==> config.mk <==
export PLATFORM = sky130hd
export DESIGN_NAME = dvi_link_sequencer
export DESIGN_NICKNAME = d
export VERILOG_FILES = /design/src/rtl/dvi_link_sequencer.sv
export SDC_FILE = /design/constraint.sdc
export NUM_CORES = 1
export LEC_CHECK = 0
export ABC_AREA = 1
export BUFFER_PORTS_ARGS = -buffer_cell sky130_fd_sc_hd__buf_4
export CAP_MARGIN = 15
export CORE_MARGIN = 5
export CORE_UTILIZATION = 45
export CTS_CLUSTER_DIAMETER = 80
export CTS_CLUSTER_SIZE = 25
export DETAILED_ROUTE_END_ITERATION = 10
export HOLD_SLACK_MARGIN = 0.12
export SETUP_SLACK_MARGIN = 0.02
export SLEW_MARGIN = 5
export SYNTH_ARGS = -nofsm -noshare
export SYNTH_HDL_FRONTEND = slang
export SYNTH_SLANG_ARGS = --single-unit
==> constraint.sdc <==
create_clock -name i_clk -period 2.4 [get_ports i_clk]
set_input_delay 0.36 -clock i_clk [delete_from_list [all_inputs] [get_ports i_clk]]
set_output_delay 0.36 -clock i_clk [all_outputs]
set_load 0.01 [all_outputs]
==> src/rtl/dvi_link_sequencer.sv <==
// DVI transmit link bring-up sequencer: debounced HPD and MMCM lock gate an ordered
// release of serializer/timing resets; TMDS is enabled on a frame boundary.
// Optional HPD debounce enabled by defining DVI_SEQ_HPD_DEBOUNCE_EN.
module dvi_link_sequencer #(
    parameter int DEBOUNCE_CYCLES = 1024,
    parameter int SER_RST_CYCLES  = 16,
    parameter int FRAME_TIMEOUT   = 2000000
) (
    input  logic       i_clk,
    input  logic       i_rst_n,
    input  logic       i_hpd,
    input  logic       i_clk_lock,
    input  logic       i_frame,
    output logic       o_ser_rst,
    output logic       o_timing_rst,
    output logic       o_tmds_en,
    output logic       o_link_up,
    output logic [1:0] o_state,
    output logic [7:0] o_drop_cnt,
    output logic [3:0] o_retry_cnt
);

    localparam int MAX_CYC = (SER_RST_CYCLES > FRAME_TIMEOUT) ? SER_RST_CYCLES : FRAME_TIMEOUT;
    localparam int CW      = $clog2(MAX_CYC) + 1;

    localparam logic [1:0] ST_IDLE   = 2'd0;
    localparam logic [1:0] ST_RESET  = 2'd1;
    localparam logic [1:0] ST_ALIGN  = 2'd2;
    localparam logic [1:0] ST_ACTIVE = 2'd3;

    logic          r_hpd_m, r_hpd_s, r_lock_m, r_lock_s;
    logic          w_hpd_ok, w_link_ok;
    logic [1:0]    r_state, w_nxt_state;
    logic [CW-1:0] r_cnt;
    logic          w_cnt_clr, w_drop_inc, w_retry_inc;
    logic          r_ser_rst, r_timing_rst, r_tmds_en, r_link_up;
    logic [7:0]    r_drop_cnt;
    logic [3:0]    r_retry_cnt;

    // Two-flop synchronizers for the asynchronous HPD and lock inputs
    always_ff @(posedge i_clk) begin
        if (!i_rst_n) begin
            r_hpd_m  <= 1'b0;
            r_hpd_s  <= 1'b0;
            r_lock_m <= 1'b0;
            r_lock_s <= 1'b0;
        end else begin
            r_hpd_m  <= i_hpd;
            r_hpd_s  <= r_hpd_m;
            r_lock_m <= i_clk_lock;
            r_lock_s <= r_lock_m;
        end
    end

`ifdef DVI_SEQ_HPD_DEBOUNCE_EN
    localparam int DW = $clog2(DEBOUNCE_CYCLES + 1);
    logic [DW-1:0] r_db_cnt;
    logic          r_hpd_ok;

    // HPD debounce: accept a new level only after it persists; any return clears the run
    always_ff @(posedge i_clk) begin
        if (!i_rst_n) begin
            r_db_cnt <= {DW{1'b0}};
            r_hpd_ok <= 1'b0;
        end else if (r_hpd_s != r_hpd_ok) begin
            if (r_db_cnt == DW'(DEBOUNCE_CYCLES - 1)) begin
                r_hpd_ok <= r_hpd_s;
                r_db_cnt <= {DW{1'b0}};
            end else begin
                r_db_cnt <= r_db_cnt + DW'(1);
            end
        end else begin
            r_db_cnt <= {DW{1'b0}};
        end
    end
    assign w_hpd_ok = r_hpd_ok;
`else
    assign w_hpd_ok = r_hpd_s;
`endif

    assign w_link_ok = w_hpd_ok & r_lock_s;

    // Next-state logic; link loss outranks frame, which outranks the align timeout
    always_comb begin
        w_nxt_state = r_state;
        w_cnt_clr   = 1'b0;
        w_drop_inc  = 1'b0;
        w_retry_inc = 1'b0;
        case (r_state)
            ST_IDLE: begin
                if (w_link_ok) begin
                    w_nxt_state = ST_RESET;
                    w_cnt_clr   = 1'b1;
                end else begin
                    w_nxt_state = ST_IDLE;
                end
            end
            ST_RESET: begin
                if (!w_link_ok) begin
                    w_nxt_state = ST_IDLE;
                    w_cnt_clr   = 1'b1;
                end else if (r_cnt == CW'(SER_RST_CYCLES - 1)) begin
                    w_nxt_state = ST_ALIGN;
                    w_cnt_clr   = 1'b1;
                end else begin
                    w_nxt_state = ST_RESET;
                end
            end
            ST_ALIGN: begin
                if (!w_link_ok) begin
                    w_nxt_state = ST_IDLE;
                    w_cnt_clr   = 1'b1;
                end else if (i_frame) begin
                    w_nxt_state = ST_ACTIVE;
                    w_cnt_clr   = 1'b1;
                end else if (r_cnt == CW'(FRAME_TIMEOUT - 1)) begin
                    w_nxt_state = ST_RESET;
                    w_cnt_clr   = 1'b1;
                    w_retry_inc = 1'b1;
                end else begin
                    w_nxt_state = ST_ALIGN;
                end
            end
            ST_ACTIVE: begin
                if (!w_link_ok) begin
                    w_nxt_state = ST_IDLE;
                    w_cnt_clr   = 1'b1;
                    w_drop_inc  = 1'b1;
                end else begin
                    w_nxt_state = ST_ACTIVE;
                end
            end
            default: begin
                w_nxt_state = ST_IDLE;
                w_cnt_clr   = 1'b1;
            end
        endcase
    end

    // State, cycle counter and saturating event counters
    always_ff @(posedge i_clk) begin
        if (!i_rst_n) begin
            r_state     <= ST_IDLE;
            r_cnt       <= {CW{1'b0}};
            r_drop_cnt  <= 8'h00;
            r_retry_cnt <= 4'h0;
        end else begin
            r_state <= w_nxt_state;
            if (w_cnt_clr) begin
                r_cnt <= {CW{1'b0}};
            end else if ((r_state == ST_RESET) || (r_state == ST_ALIGN)) begin
                r_cnt <= r_cnt + CW'(1);
            end else begin
                r_cnt <= r_cnt;
            end
            if (w_drop_inc && (r_drop_cnt != 8'hFF)) begin
                r_drop_cnt <= r_drop_cnt + 8'd1;
            end else begin
                r_drop_cnt <= r_drop_cnt;
            end
            if (w_retry_inc && (r_retry_cnt != 4'hF)) begin
                r_retry_cnt <= r_retry_cnt + 4'd1;
            end else begin
                r_retry_cnt <= r_retry_cnt;
            end
        end
    end

    // Moore outputs registered from the next state so they move with r_state
    always_ff @(posedge i_clk) begin
        if (!i_rst_n) begin
            r_ser_rst    <= 1'b1;
            r_timing_rst <= 1'b1;
            r_tmds_en    <= 1'b0;
            r_link_up    <= 1'b0;
        end else begin
            r_ser_rst    <= (w_nxt_state == ST_IDLE) || (w_nxt_state == ST_RESET);
            r_timing_rst <= (w_nxt_state == ST_IDLE) || (w_nxt_state == ST_RESET);
            r_tmds_en    <= (w_nxt_state == ST_ACTIVE);
            r_link_up    <= (w_nxt_state == ST_ACTIVE);
        end
    end

    assign o_ser_rst    = r_ser_rst;
    assign o_timing_rst = r_timing_rst;
    assign o_tmds_en    = r_tmds_en;
    assign o_link_up    = r_link_up;
    assign o_state      = r_state;
    assign o_drop_cnt   = r_drop_cnt;
    assign o_retry_cnt  = r_retry_cnt;

endmodule

==> flow_metrics.tcl, run 1 <==
set metrics [dict create \
    max_slew.worst_pin.slew_ns 0.5826 \
    postSynthAreaPerCell_sq_um 7.396 \
    worst-path-max-fanout 6 \
    dp_hpwl_microns 3136 \
    floorplan.initialDensity_pct 46.98 \
    grt_setup_unrepaired "no" \
    synth_seq_cells 42 \
    min_hold_slack_ns 0.2276 \
    worst-setup-path-type "flop to flop" \
    arrival_ns 2.11 \
    vias 1808 \
    drc 0 \
    post_synth_instance_area_sq_mm 0.002248 \
    synth_area_leader "sky130_fd_sc_hd__dfxtp_1" \
    synth.yosys.warnings 0 \
    global_route_wire_length_before_repair_microns 7431 \
    worstSetupEndpointType "flop" \
    globalRoute.totalOverflow 0 \
    clock-root-buffer "sky130_fd_sc_hd__clkbuf_8" \
    finClkSkew_ns 0.007806 \
    post_cts_resize_count 0 \
    grt_antenna_before_repair 0 \
    first_drt_pass_iteration_count 4 \
    grt_use_total_pct 15.04 \
    syn_inst 304 \
    routed_wirelength_microns 4248 \
    fin_tns_setup_ns 0 \
    fp.dieH_microns 80.69 \
    finish.instance_area_sq_mm 0.002535 \
    drc_marker_count_from_the_first_detailed_route_iteration 88 \
    timing.final.crit_period_ns 1.921 \
    design.final.nets 339 \
    maxSlewHeadroom_pct 61.16 \
    finish_stage_setup_viols 0 \
    synth.lib_cells_used.distinct 29 \
    die_w_microns 80.69 \
    cts.path.max_buffers 2 \
    detailed_place.area_sq_mm 0.002445 \
    clock_tree_from_tritoncts "built" \
    number_of_global_route_vias_before_repair 1636 \
    ys_dominant_reg_cell "sky130_fd_sc_hd__dfxtp_1" \
    synth_top_cells_by_area "sky130_fd_sc_hd__dfxtp_1, sky130_fd_sc_hd__nand2_1, sky130_fd_sc_hd__nor2_1, sky130_fd_sc_hd__inv_1, sky130_fd_sc_hd__xor2_1" \
    pwr_density_cell_mw_per_mm2 472.8 \
    drtAntennaViolNets 0 \
    design.portCount 23 \
    placement_rows 25 \
    timing_hold_violations_final 0 \
    final_routed_wire_length_divided_by_cell_count_microns 10.75 \
    synth_edf_count 0 \
    slew_viol_final 0 \
    largest_net_degree_at_the_start_of_global_routing 23 \
    yosysSeqAreaShare_pct 37.40 \
    min_path_type "primary input to flop" \
    sink_count_of_the_clock_tree 42 \
    drive_gt1_share_pct 18.29 \
    areaGrowthSynthToFinish_pct 12.74 \
    cts-buffers-inserted 5 \
    post-cts-setup-buffers 0 \
    fmax_mhz 520.5 \
    max-cap-violations 0 \
    core_region_area_sq_mm 0.004786 \
    synth_largest_type_area_fraction_pct 37.40 \
    io_buffers 22 \
    outcome "completed" \
    syn_nets 316 \
    diodes 0 \
    vdd.ir_drop.worst_v 0.0002393 \
    timing.critical_path.required_ns 2.59 \
    leakagePower_nw 1.052 \
    cts.hold.buffers_added 0 \
    post_cts_clock_slew_at_the_launch_and_capture_registers_of_the_worst_setup_and_hold_paths_ns 0.09 \
    cts_htree_levels 2 \
    layout.core_utilization_pct 52.97 \
    worstSkewPairLatency_ns 0.30 \
    fp.dieArea_sq_mm 0.006510 \
    async_flop_share_pct 0 \
    vias_per_cell 4.577 \
    gp_routability_congestion 0.8528 \
    final_min_period_over_clock_period_pct 80.05 \
    critPathLaunchType "flop" \
    design_power_total_mw 1.198 \
]
==> worst paths after layout <==
path / start / end / cells after the start / slack [ns]
min: i_hpd / r_hpd_m / 3 / 0.23
max: o_state[0] / r_cnt[17] / 11 / 0.48
max reg2reg: o_state[0] / r_cnt[17] / 11 / 0.48
min reg2reg: r_lock_m / r_lock_s / 2 / 0.42
==> registers in the layout, summed over array words and instances, names as in the netlist <==
name and flops:
o_link_up 1, r_cnt 22, o_retry_cnt 4, r_lock_m 1, o_state 2, r_lock_s 1, o_drop_cnt 8, o_timing_rst 1
r_hpd_m 1, r_hpd_s 1
==> cell families after synthesis <==
family | share of synthesized area, %
AOI/OAI and AO/OA | 3.395
xor gates and xnor gates | 9.738
adders and majority gates | 3.895
buffers and inverters | 9.348
DFF | 37.40
muxes | 0.4452
and+or+nand+nor | 35.78
==> metal layers <==
metal | wire (microns) | vias up | GRT usage [%]
met5 | 0 | - | 0
met4 | 72 | 0 | 6.588
met3 | 230 | 5 | 5.157
met2 | 1739 | 31 | 21.03
met1 | 2205 | 790 | 20.65
li1 | - | 982 | -
==> Yosys cell counts, drive strengths merged, types with 5 or more instances <==
library cell and count:
xnor2 9, xor2 16, nand2 60, nor2 69, ha 7, nand4 5, buf 5, a21oi 8
o21ai 6, inv 42, dfxtp 42, nor3 6, nand3 22
==> critical path, stage by stage, from the launching register on <==
cell and delay [ns]:
sky130_fd_sc_hd__dfxtp_1 0.39, sky130_fd_sc_hd__inv_1 0.08, sky130_fd_sc_hd__ha_1 0.43, sky130_fd_sc_hd__inv_2 0.13, sky130_fd_sc_hd__nor2_4 0.14, sky130_fd_sc_hd__nand2_2 0.08
sky130_fd_sc_hd__nor2_4 0.14, sky130_fd_sc_hd__nand2_4 0.07, sky130_fd_sc_hd__nor2_4 0.10, sky130_fd_sc_hd__nand2_2 0.05, sky130_fd_sc_hd__xor2_1 0.15, sky130_fd_sc_hd__nor2_2 0.05
==> report_power, final <==
group	switching, mW	leakage, nW	internal [mW]	total, mW
clock network	0.263	0.0441	0.204	0.468
registers	0.00118	0.339	0.700	0.701
logic	0.0206	0.669	0.00944	0.0301
total	0.285	1.05	0.914	1.20
==> stage by stage <==
stage          std cells  worst slack (ns)
6_report             395            0.4787
5_1_grt              395            0.3006
2_1_floorplan        304            0.6127
4_1_cts              395            0.4507
3_5_place_dp         387            0.4614
3_3_place_gp         387            0.5204
==> cell usage in the layout, fill, tap and decap left out, drive strengths merged, types with 5 or more instances in the layout <==
master / n
nand3: 22
nor3: 6
nor2: 69
o21ai: 6
ha: 7
dfxtp: 42
nand2: 60
nand4: 5
a21oi: 8
clkbuf: 5
xnor2: 9
buf: 22
xor2: 16
inv: 42
==> final cells by class <==
type,instances,area [sq um]
Inverter,42,157.7
Clock buffer,5,68.82
Fill cell,500,2251
Clock inverter,3,21.27
Multi-Input combinational cell,214,1197
Sequential cell,42,840.8
Timing Repair Buffer,22,165.2
Tap cell,67,83.83
Note: power is estimated with default switching activity, not from simulation.
==> run 2: changes to the inputs <==
==> constraint.sdc (replaced) <==
create_clock -name i_clk -period 2 [get_ports i_clk]
set_input_delay 0.3 -clock i_clk [delete_from_list [all_inputs] [get_ports i_clk]]
set_output_delay 0.3 -clock i_clk [all_outputs]
set_load 0.01 [all_outputs]
==> run 2 against run 1 <==
Wire length fell by 0.75%. Hold slack lost 0.048 ns. Power is 20% higher. Combinational power is 39% higher. Critical path type unchanged. Largest cell class unchanged.
==> flow_metrics.tcl, run 2 (synthesized netlist as in run 1, its figures left out) <==
set metrics [dict create \
    outcome "completed" \
    fp.dieH_microns 80.69 \
    arrival_ns 2.06 \
    max_slew.worst_pin.slew_ns 0.2968 \
    sink_count_of_the_clock_tree 42 \
    clock_tree_from_tritoncts "built" \
    timing.critical_path.required_ns 2.19 \
    fin_tns_setup_ns 0 \
    switching_component_of_the_power_mw 0.3373 \
    maxSlewHeadroom_pct 80.03 \
    leakagePower_nw 1.073 \
    grt_use_total_pct 14.06 \
    largest_register_ff_count 22 \
    areaGrowthSynthToFinish_pct 14.52 \
    max-cap-violations 0 \
    fp.dieArea_sq_mm 0.006510 \
    p_comb_share_pct 2.9 \
    design.final.nets 342 \
    cts_htree_levels 2 \
    largest_register "r_cnt" \
    design.portCount 23 \
    grt_setup_unrepaired "no" \
    pwr_density_cell_mw_per_mm2 558.7 \
    power.sequential.fraction_pct 58.5 \
    drc_marker_count_from_the_first_detailed_route_iteration 81 \
    largest_net_degree_at_the_start_of_global_routing 23 \
    finish_stage_setup_viols 0 \
    globalRoute.totalOverflow 0 \
    min_path_type "primary input to flop" \
    core_region_area_sq_mm 0.004786 \
    placement_rows 25 \
    cts-buffers-inserted 5 \
    critPathLaunchType "flop" \
    worstSetupEndpointType "flop" \
    clock-root-buffer "sky130_fd_sc_hd__clkbuf_8" \
    r2r-end "r_cnt[17]" \
    worst-path-max-fanout 6 \
    layout.cells.most_common_list "sky130_fd_sc_hd__nor2_1, sky130_fd_sc_hd__nand2_1, sky130_fd_sc_hd__dfxtp_1" \
    cts.path.max_buffers 2 \
    routed_wirelength_microns 4216 \
    drtAntennaViolNets 0 \
    finClkSkew_ns 0.009079 \
    post_cts_clock_slew_at_the_launch_and_capture_registers_of_the_worst_setup_and_hold_paths_ns 0.09 \
    reg2reg_depth 11 \
    min_hold_slack_ns 0.1792 \
    hold-path-endpoint "r_lock_m" \
    hold-path-cell-count 3 \
    drive_gt1_share_pct 19.34 \
    timing.final.crit_period_ns 1.875 \
    hold_path_startpoint "i_clk_lock" \
    io_buffers 22 \
    vdd.ir_drop.worst_v 0.0002556 \
    post_layout_nonfiller_instances 398 \
    slew_viol_final 0 \
    post-cts-setup-buffers 0 \
    timing.reg2reg.setup_slack_ns 0.13 \
    share_clk_of_total_power_pct 38.6 \
    die_w_microns 80.69 \
    power_switching_share_pct 23.45 \
    r2r_start "o_state[0]" \
    diodes 0 \
    intPower_mw 1.101 \
    vias_per_cell 4.590 \
    floorplan.initialDensity_pct 46.98 \
    worst-setup-path-type "flop to flop" \
    dp_hpwl_microns 3213 \
    number_of_global_route_vias_before_repair 1629 \
    fmax_mhz 533.5 \
    dpl.cell_count 390 \
    first_drt_pass_iteration_count 4 \
    vias 1827 \
    grt_antenna_before_repair 0 \
    gp_routability_congestion 0.8428 \
    cts.hold.buffers_added 0 \
    drc 0 \
    final_routed_wire_length_divided_by_cell_count_microns 10.59 \
    post_cts_resize_count 0 \
    global_route_wire_length_before_repair_microns 7245 \
    final_min_period_over_clock_period_pct 93.73 \
    worstSkewPairLatency_ns 0.30 \
    design_power_total_mw 1.439 \
    timing_hold_violations_final 0 \
]
==> run 2: cell types whose count changed in the layout (fill, tap and decap cells not counted) <==
cell	delta
sky130_fd_sc_hd__buf_12	+1
sky130_fd_sc_hd__nor3_2	+1
sky130_fd_sc_hd__nor3_1	-1
sky130_fd_sc_hd__buf_4	+2
==> run 2: final cells by class <==
| cell class | instances | area (sq um) |
|---|---|---|
| multi-input cells | 214 | 1202 |
| repair buffers | 25 | 200.2 |
| inverters | 42 | 157.7 |
| clock buffers | 5 | 68.82 |
| fillers | 495 | 2211 |
| clock inverters | 3 | 21.27 |
| flip-flops and latches | 42 | 840.8 |
| well taps | 67 | 83.83 |
==> run 2: critical path: stages (launching register included) <==
cell and delay, ns:
sky130_fd_sc_hd__dfxtp_1 0.40, sky130_fd_sc_hd__inv_1 0.09, sky130_fd_sc_hd__ha_1 0.37, sky130_fd_sc_hd__inv_2 0.11, sky130_fd_sc_hd__nor2_4 0.14, sky130_fd_sc_hd__nand2_2 0.09
sky130_fd_sc_hd__nor2_4 0.14, sky130_fd_sc_hd__nand2_4 0.07, sky130_fd_sc_hd__nor2_4 0.10, sky130_fd_sc_hd__nand2_2 0.05, sky130_fd_sc_hd__xor2_1 0.15, sky130_fd_sc_hd__nor2_2 0.05
==> run 2: worst max path at each step <==
stage | startpoint | end | slack, ns | depth (start not counted)
after detailed placement | o_state[0] | r_cnt[17] | 0.15 | 11
final | o_state[0] | r_cnt[17] | 0.13 | 11
after CTS | o_state[0] | r_cnt[17] | 0.13 | 11
after global routing | o_state[0] | r_cnt[17] | 0.02 | 11
after global placement | o_state[0] | r_cnt[17] | 0.24 | 11
after floorplan | o_state[0] | r_cnt[17] | 0.21 | 12
==> run 2: power by group through the flow <==
stage	clock network (mW)	registers [mW]	logic, mW
after floorplan	0	0.861	0.0288
after global routing	0.612	0.842	0.0470
after CTS	0.576	0.841	0.0427
after detailed placement	0	0.861	0.0426
after global placement	0	0.861	0.0424
final	0.556	0.841	0.0418
==> run 2: metal layers <==
layer	up-vias	global-route usage (%)	part of all wire (%)
li1	986	-	-
met1	807	19.77	54
met2	28	20.70	42
met3	6	3.700	3.2
met4	0	4.561	1.4
met5	-	0	0
==> run 2: metrics by stage <==
stage | area (sq um) | setup slack (ns) | util, %
6_report | 2575 | 0.1254 | 53.80
5_1_grt | 2575 | 0.02003 | 53.80
4_1_cts | 2570 | 0.1286 | 53.70
3_5_place_dp | 2480 | 0.1469 | 51.82
3_3_place_gp | 2480 | 0.2358 | 51.82
2_1_floorplan | 2248 | 0.2127 | -
